--- src/rtl/mixer_pkg.sv ---
// Shared types and helpers for the TDM audio mixer.
//   state_t   : sequencer states (IDLE, ACCUM, DONE)
//   sat       : clamps a signed value to a w-bit signed range
//   gain_step : moves a gain one ramp step toward its target
package mixer_pkg;

   typedef enum logic [1:0] {
      IDLE,
      ACCUM,
      DONE
   } state_t;

   // Clamp v to [-2**(w-1), 2**(w-1)-1]; w must be between 2 and 63.
   function automatic logic signed [63:0] sat(input logic signed [63:0] v,
                                              input int unsigned       w);
      logic signed [63:0] hi;
      logic signed [63:0] lo;
      hi = (64'sd1 <<< (w - 1)) - 64'sd1;
      lo = -(64'sd1 <<< (w - 1));
      if (v > hi) begin
         return hi;
      end else if (v < lo) begin
         return lo;
      end
      return v;
   endfunction

   // One step of at most 'step' toward tgt; step 0 jumps straight to tgt.
   function automatic int unsigned gain_step(input int unsigned cur,
                                             input int unsigned tgt,
                                             input int unsigned step);
      int unsigned diff;
      if (step == 0) begin
         return tgt;
      end
      if (tgt >= cur) begin
         diff = tgt - cur;
         return cur + ((diff < step) ? diff : step);
      end
      diff = cur - tgt;
      return cur - ((diff < step) ? diff : step);
   endfunction

endpackage

--- src/rtl/mixer_gain_ramp.sv ---
// Per-channel gain ramp: holds the current gain and advances it one step
// toward the target each time a sample set is accepted.
//   clk_i    : clock
//   rst_i    : asynchronous active-high reset, gain returns to 0
//   adv_i    : advance one step (sample accept)
//   target_i : gain to ramp toward
//   gain_o   : current gain
module mixer_gain_ramp
   import mixer_pkg::*;
#(
   parameter int unsigned GAIN_BITS = 8,
   parameter int unsigned RAMP_STEP = 4
) (
   input  logic                 clk_i,
   input  logic                 rst_i,
   input  logic                 adv_i,
   input  logic [GAIN_BITS-1:0] target_i,
   output logic [GAIN_BITS-1:0] gain_o
);

   logic [GAIN_BITS-1:0] gain_q;
   logic [GAIN_BITS-1:0] gain_d;

   always_comb begin
      gain_d = gain_q;
      if (adv_i) begin
         gain_d = GAIN_BITS'(gain_step(32'(gain_q), 32'(target_i), RAMP_STEP));
      end
   end

   always_ff @(posedge clk_i or posedge rst_i) begin
      if (rst_i) begin
         gain_q <= '0;
      end else begin
         gain_q <= gain_d;
      end
   end

   assign gain_o = gain_q;

endmodule

--- src/rtl/mixer_tdm.sv ---
// Multi-channel TDM audio mixer: one shared multiply-accumulate walks the
// channels one per clock, the sum is scaled back by unity gain and saturated.
// Gains ramp toward their targets on every accepted sample set.
//   clk_in / rst_in   : clock, asynchronous active-high reset
//   sample_valid_in   : strobe, accepted only when the sequencer is idle
//   data_in           : signed per-channel samples, latched on accept
//   volume_in/mute_in : per-channel target gain (mute forces 0)
//   busy_out          : accept through result cycle inclusive
//   data_out          : saturated mix, held between valid pulses
//   data_valid_out    : one-cycle result strobe
//   clip_out          : result was saturated
//   overrun_out       : sticky, a strobe arrived while not idle
// Optional MIXER_PEAK_METER_EN adds peak_clr_in / peak_out (max |data_out|).
module mixer_tdm
   import mixer_pkg::*;
#(
   parameter int unsigned WIDTH     = 16,
   parameter int unsigned CHANNELS  = 4,
   parameter int unsigned GAIN_BITS = 8,
   parameter int unsigned RAMP_STEP = 4
) (
   input  logic                                clk_in,
   input  logic                                rst_in,
   input  logic                                sample_valid_in,
   input  logic [CHANNELS-1:0][WIDTH-1:0]      data_in,
   input  logic [CHANNELS-1:0][GAIN_BITS-1:0]  volume_in,
   input  logic [CHANNELS-1:0]                 mute_in,
`ifdef MIXER_PEAK_METER_EN
   input  logic                                peak_clr_in,
   output logic [WIDTH-1:0]                    peak_out,
`endif
   output logic                                busy_out,
   output logic signed [WIDTH-1:0]             data_out,
   output logic                                data_valid_out,
   output logic                                clip_out,
   output logic                                overrun_out
);

   localparam int unsigned IDX_W  = $clog2(CHANNELS);
   localparam int unsigned PROD_W = WIDTH + GAIN_BITS + 1;
   localparam int unsigned ACC_W  = PROD_W + $clog2(CHANNELS);

   state_t                        state_q;
   logic [IDX_W-1:0]              idx_q;
   logic signed [ACC_W-1:0]       acc_q;
   logic [CHANNELS-1:0][WIDTH-1:0] lat_q;
   logic                          busy_q;
   logic                          valid_q;
   logic                          clip_q;
   logic                          overrun_q;
   logic signed [WIDTH-1:0]       data_q;

   logic                          accept_c;
   logic [GAIN_BITS-1:0]          gain_w [CHANNELS];

   assign accept_c = sample_valid_in && (state_q == IDLE);

   // One ramp per channel; all advance together on accept.
   for (genvar i = 0; i < CHANNELS; i++) begin : g_ramp
      logic [GAIN_BITS-1:0] tgt_c;
      assign tgt_c = mute_in[i] ? '0 : volume_in[i];
      mixer_gain_ramp #(
         .GAIN_BITS(GAIN_BITS),
         .RAMP_STEP(RAMP_STEP)
      ) u_ramp (
         .clk_i   (clk_in),
         .rst_i   (rst_in),
         .adv_i   (accept_c),
         .target_i(tgt_c),
         .gain_o  (gain_w[i])
      );
   end

   // Shared multiplier: the gain is zero-extended so it multiplies as positive.
   logic signed [PROD_W-1:0] smp_c;
   logic signed [PROD_W-1:0] gn_c;
   logic signed [PROD_W-1:0] prod_c;

   always_comb begin
      smp_c  = PROD_W'($signed(lat_q[idx_q]));
      gn_c   = PROD_W'($signed({1'b0, gain_w[idx_q]}));
      prod_c = smp_c * gn_c;
   end

   // Scale back by unity gain (floor) and clamp to the output width.
   logic signed [ACC_W-1:0] shr_c;
   logic signed [63:0]      wide_c;
   logic signed [63:0]      sat_c;
   logic                    clip_c;
   logic signed [WIDTH-1:0] out_c;

   always_comb begin
      shr_c  = acc_q >>> (GAIN_BITS - 1);
      wide_c = 64'(shr_c);
      sat_c  = sat(wide_c, WIDTH);
      clip_c = (sat_c != wide_c);
      out_c  = WIDTH'(sat_c);
   end

   // Sequencer, accumulator and registered outputs.
   always_ff @(posedge clk_in or posedge rst_in) begin
      if (rst_in) begin
         state_q   <= IDLE;
         idx_q     <= '0;
         acc_q     <= '0;
         lat_q     <= '0;
         busy_q    <= 1'b0;
         valid_q   <= 1'b0;
         clip_q    <= 1'b0;
         overrun_q <= 1'b0;
         data_q    <= '0;
      end else begin
         valid_q <= 1'b0;
         clip_q  <= 1'b0;
         busy_q  <= accept_c || (state_q != IDLE);
         if (sample_valid_in && (state_q != IDLE)) begin
            overrun_q <= 1'b1;
         end
         case (state_q)
            IDLE: begin
               if (sample_valid_in) begin
                  lat_q   <= data_in;
                  acc_q   <= '0;
                  idx_q   <= '0;
                  state_q <= ACCUM;
               end
            end
            ACCUM: begin
               acc_q <= acc_q + ACC_W'(prod_c);
               if (idx_q == IDX_W'(CHANNELS - 1)) begin
                  idx_q   <= '0;
                  state_q <= DONE;
               end else begin
                  idx_q <= idx_q + IDX_W'(1);
               end
            end
            DONE: begin
               data_q  <= out_c;
               clip_q  <= clip_c;
               valid_q <= 1'b1;
               state_q <= IDLE;
            end
            default: state_q <= IDLE;
         endcase
      end
   end

   assign busy_out       = busy_q;
   assign data_out       = data_q;
   assign data_valid_out = valid_q;
   assign clip_out       = clip_q;
   assign overrun_out    = overrun_q;

`ifdef MIXER_PEAK_METER_EN
   // Magnitude of the new result; the most negative code maps to the max positive.
   logic [WIDTH-1:0] mag_c;
   logic [WIDTH-1:0] peak_q;

   always_comb begin
      mag_c = WIDTH'(out_c);
      if (out_c[WIDTH-1]) begin
         if (out_c == {1'b1, {(WIDTH-1){1'b0}}}) begin
            mag_c = {1'b0, {(WIDTH-1){1'b1}}};
         end else begin
            mag_c = WIDTH'(-out_c);
         end
      end
   end

   always_ff @(posedge clk_in or posedge rst_in) begin
      if (rst_in) begin
         peak_q <= '0;
      end else if (peak_clr_in) begin
         peak_q <= '0;
      end else if ((state_q == DONE) && (mag_c > peak_q)) begin
         peak_q <= mag_c;
      end
   end

   assign peak_out = peak_q;
`endif

endmodule

--- config.mk ---
export PLATFORM = sky130hd
export DESIGN_NAME = mixer_tdm
export DESIGN_NICKNAME = d
export VERILOG_FILES = /design/src/rtl/mixer_pkg.sv /design/src/rtl/mixer_gain_ramp.sv /design/src/rtl/mixer_tdm.sv
export SDC_FILE = /design/constraint.sdc
export NUM_CORES = 1
export LEC_CHECK = 0
export CAP_MARGIN = 20
export CORE_ASPECT_RATIO = 1.4
export CORE_MARGIN = 2
export CORE_UTILIZATION = 51
export DETAILED_ROUTE_END_ITERATION = 8
export GPL_ROUTABILITY_DRIVEN = 0
export PLACE_DENSITY = 0.8
export SETUP_SLACK_MARGIN = 0.5
export SYNTH_ARGS = -nofsm -noshare
export SYNTH_HDL_FRONTEND = slang
export SYNTH_SLANG_ARGS = --single-unit
export TNS_END_PERCENT = 50
--- constraint.sdc ---
create_clock -name clk_in -period 6.16 [get_ports clk_in]
set_input_delay 1.232 -clock clk_in [delete_from_list [all_inputs] [get_ports clk_in]]
set_output_delay 1.232 -clock clk_in [all_outputs]
set_load 0.03 [all_outputs]
==> flow_metrics.tcl <==
set metrics [dict create \
    outcome "complete, no violations" \
    async_flop_share 1.00 \
    ys_ff_latch 147 \
    vias 15299 \
    die_h_um 217 \
    finalWirelength_um 50100 \
    min_period_ns 6.07 \
    cts.clk_slew.worst_paths_ns 0.07 \
    grt_pass1_wl_um 76300 \
    fill_cells 2374 \
    synth_largest_area_cell "dfrtp_1" \
    hpwlAfterDp_um 31700 \
    wl_per_cell_um 19.7 \
    synthCells 1923 \
    fin_util 0.639 \
    worstSkewPairLatency_ns 0.45 \
    yosys_warnings 0 \
    htree_levels 4 \
    clock_sinks 147 \
    final.setup.tns_ns 0 \
    drc_errors 0 \
    ys.flop_type "dfrtp_1" \
    holdBufCountCts 0 \
    grt_overflow_total 0 \
    crit_arrival_ns 6.45 \
    synth_area_per_cell_sq_um 8.59 \
    setup_violations 0 \
    ios 123 \
    clockBufferDepth 2 \
    ant_nets 0 \
    port_buffers 122 \
    crit_path_start_kind "register" \
    critPathKind "reg -> reg" \
    core_area_sq_um 32100 \
    synth_edf_count 0 \
    syn_to_final_growth_pct 24.3 \
    end_kind "register" \
    yosys-top-cells-area "dfrtp_1, fa_1, ha_1" \
    grt_start_max_net_pins 109 \
    hold_path_class "reg -> reg" \
    hold_viol 0 \
    clock.fmax_mhz 165 \
    grt_pass1_vias 15727 \
    cts_root_buffer "clkbuf_16" \
    syn_nets 2321 \
    worst_hold_startpoint "lat_q[20]" \
    synth_cell_type_count 83 \
    dr.pass1.iters 8 \
    rsz0062_at_grt "yes" \
    final_cell_mix "nand2_1, inv_1, dfrtp_1" \
    maxCapViolCount 0 \
    final_common_cell "nand2_1" \
    relSlewSlack 0.329 \
    report.final.slew_viol_count 0 \
    chipWidth_um 156 \
    numCtsBuffers 17 \
    fin_skew_ns 0.0102 \
    crit_start "idx_q[1]" \
    syn-cell-area_sq_um 16500 \
    drive_gt1_frac 0.166 \
    path_max_fanout 8 \
    post-route-period-util 0.986 \
    drt_iter0_markers 1263 \
    antenna_found_initial 0 \
    tightest_slew_ns 1.01 \
    dieArea_sq_um 33800 \
    final_nets 2531 \
    r2r-start "idx_q[1]" \
    synth_top_area_frac 0.223 \
    vias_per_cell 6.01 \
    cts_tree "yes" \
    n_antenna_cell 0 \
    rrSetupSlack_ns 0.09 \
    cp.required_ns 6.54 \
    ys_seq_area_frac 0.223 \
    grt_usage 0.284 \
    rows 78 \
    start_util 0.514 \
]
critical path, cell delays in order (launching register included):
cell and delay (ns):
dfrtp_2 0.44, buf_12 0.14, buf_16 0.15, buf_16 0.16, mux4_2 0.35, buf_4 0.20
buf_6 0.12, buf_6 0.10, and2_1 0.15, ha_1 0.31, fa_1 0.60, fa_1 0.45
fa_1 0.53, inv_1 0.06, fa_1 0.50, inv_2 0.05, ha_4 0.29, nand3_2 0.10
nor2_1 0.15, a211o_1 0.19, buf_4 0.12, a21o_1 0.13, a21oi_2 0.09, or4b_4 0.51
nand3_2 0.07
logic make-up (layout without fill, tap and decap cells):
family	count (synthesis)	in the layout	share of synthesized area
AOI/OAI and AO/OA	351	351	0.135
xor gates and xnor gates	66	66	0.0350
adders and majority gates	295	295	0.287
buffers and inverters	345	564	0.0809
DFF	147	147	0.223
muxes	35	38	0.0397
and+or+nand+nor	684	684	0.199
Yosys cell counts, types with 36 or more instances:
| master | number |
|---|---|
| inv_1 | 268 |
| fa_1 | 139 |
| dfrtp_1 | 147 |
| nand2_1 | 329 |
| xnor2_1 | 36 |
| clkbuf_1 | 48 |
| o21ai_0 | 98 |
| nand2b_1 | 55 |
| a21oi_1 | 92 |
| nor2_1 | 77 |
| ha_1 | 156 |
| and2_1 | 85 |
area by class of cell:
type	count	area, sq um	area share
multi-input cells	1434	12200	0.596
clock inverters	12	158	0.00768
clock buffers	19	433	0.0211
repair buffers	265	2510	0.122
inverters	268	1010	0.0494
well taps	400	500	0.0244
flip-flops and latches	147	3680	0.179
flip-flops by register name (all words and copies together), names as in the netlist, 2 cells and up:
register              flops
data_out                 16
acc_q                    27
idx_q                     2
lat_q                    64
g_ramp.u_ramp.gain_o     32
state_q                   2
per-layer routing:
metal | global-route usage | up-vias | share of wire
met5 | 0 | - | 0
met4 | 0.178 | 0 | 0.076
met3 | 0.0486 | 301 | 0.067
met2 | 0.515 | 824 | 0.52
met1 | 0.302 | 7418 | 0.34
li1 | - | 6756 | -
final timing paths:
| check | depth (start not counted) | to |
|---|---|---|
| setup / recovery | 24 | acc_q[19] |
| hold / removal | 2 | lat_q[20] |
| setup reg to reg | 24 | acc_q[19] |
| hold reg to reg | 2 | lat_q[20] |
| max in group asynchronous | 3 | acc_q[6] |
| min in group asynchronous | 2 | lat_q[15] |
what timing repair did:
action	4_1_cts	5_1_grt
pin swaps	95	66
hold endpoints to repair	0	0
setup buffers	65	30
gates resized for setup	94	65
cloned	6	0
setup endpoints to repair	17	29
stage by stage:
stage	hold slack, ns	setup WS (ns)	std cells	instance area, sq um
6_report	0.474	0.0892	2545	20500
5_1_grt	0.494	-0.0212	2545	20500
4_1_cts	0.474	0.335	2514	20000
3_5_place_dp	0.459	-0.125	2412	18400
3_3_place_gp	0.453	0.115	2412	18400
2_1_floorplan	0.440	0.472	1923	16800
Power is left out: the tool's default activity adds up to more than one toggle a clock period on the data nets, which glitch-free logic cannot reach.
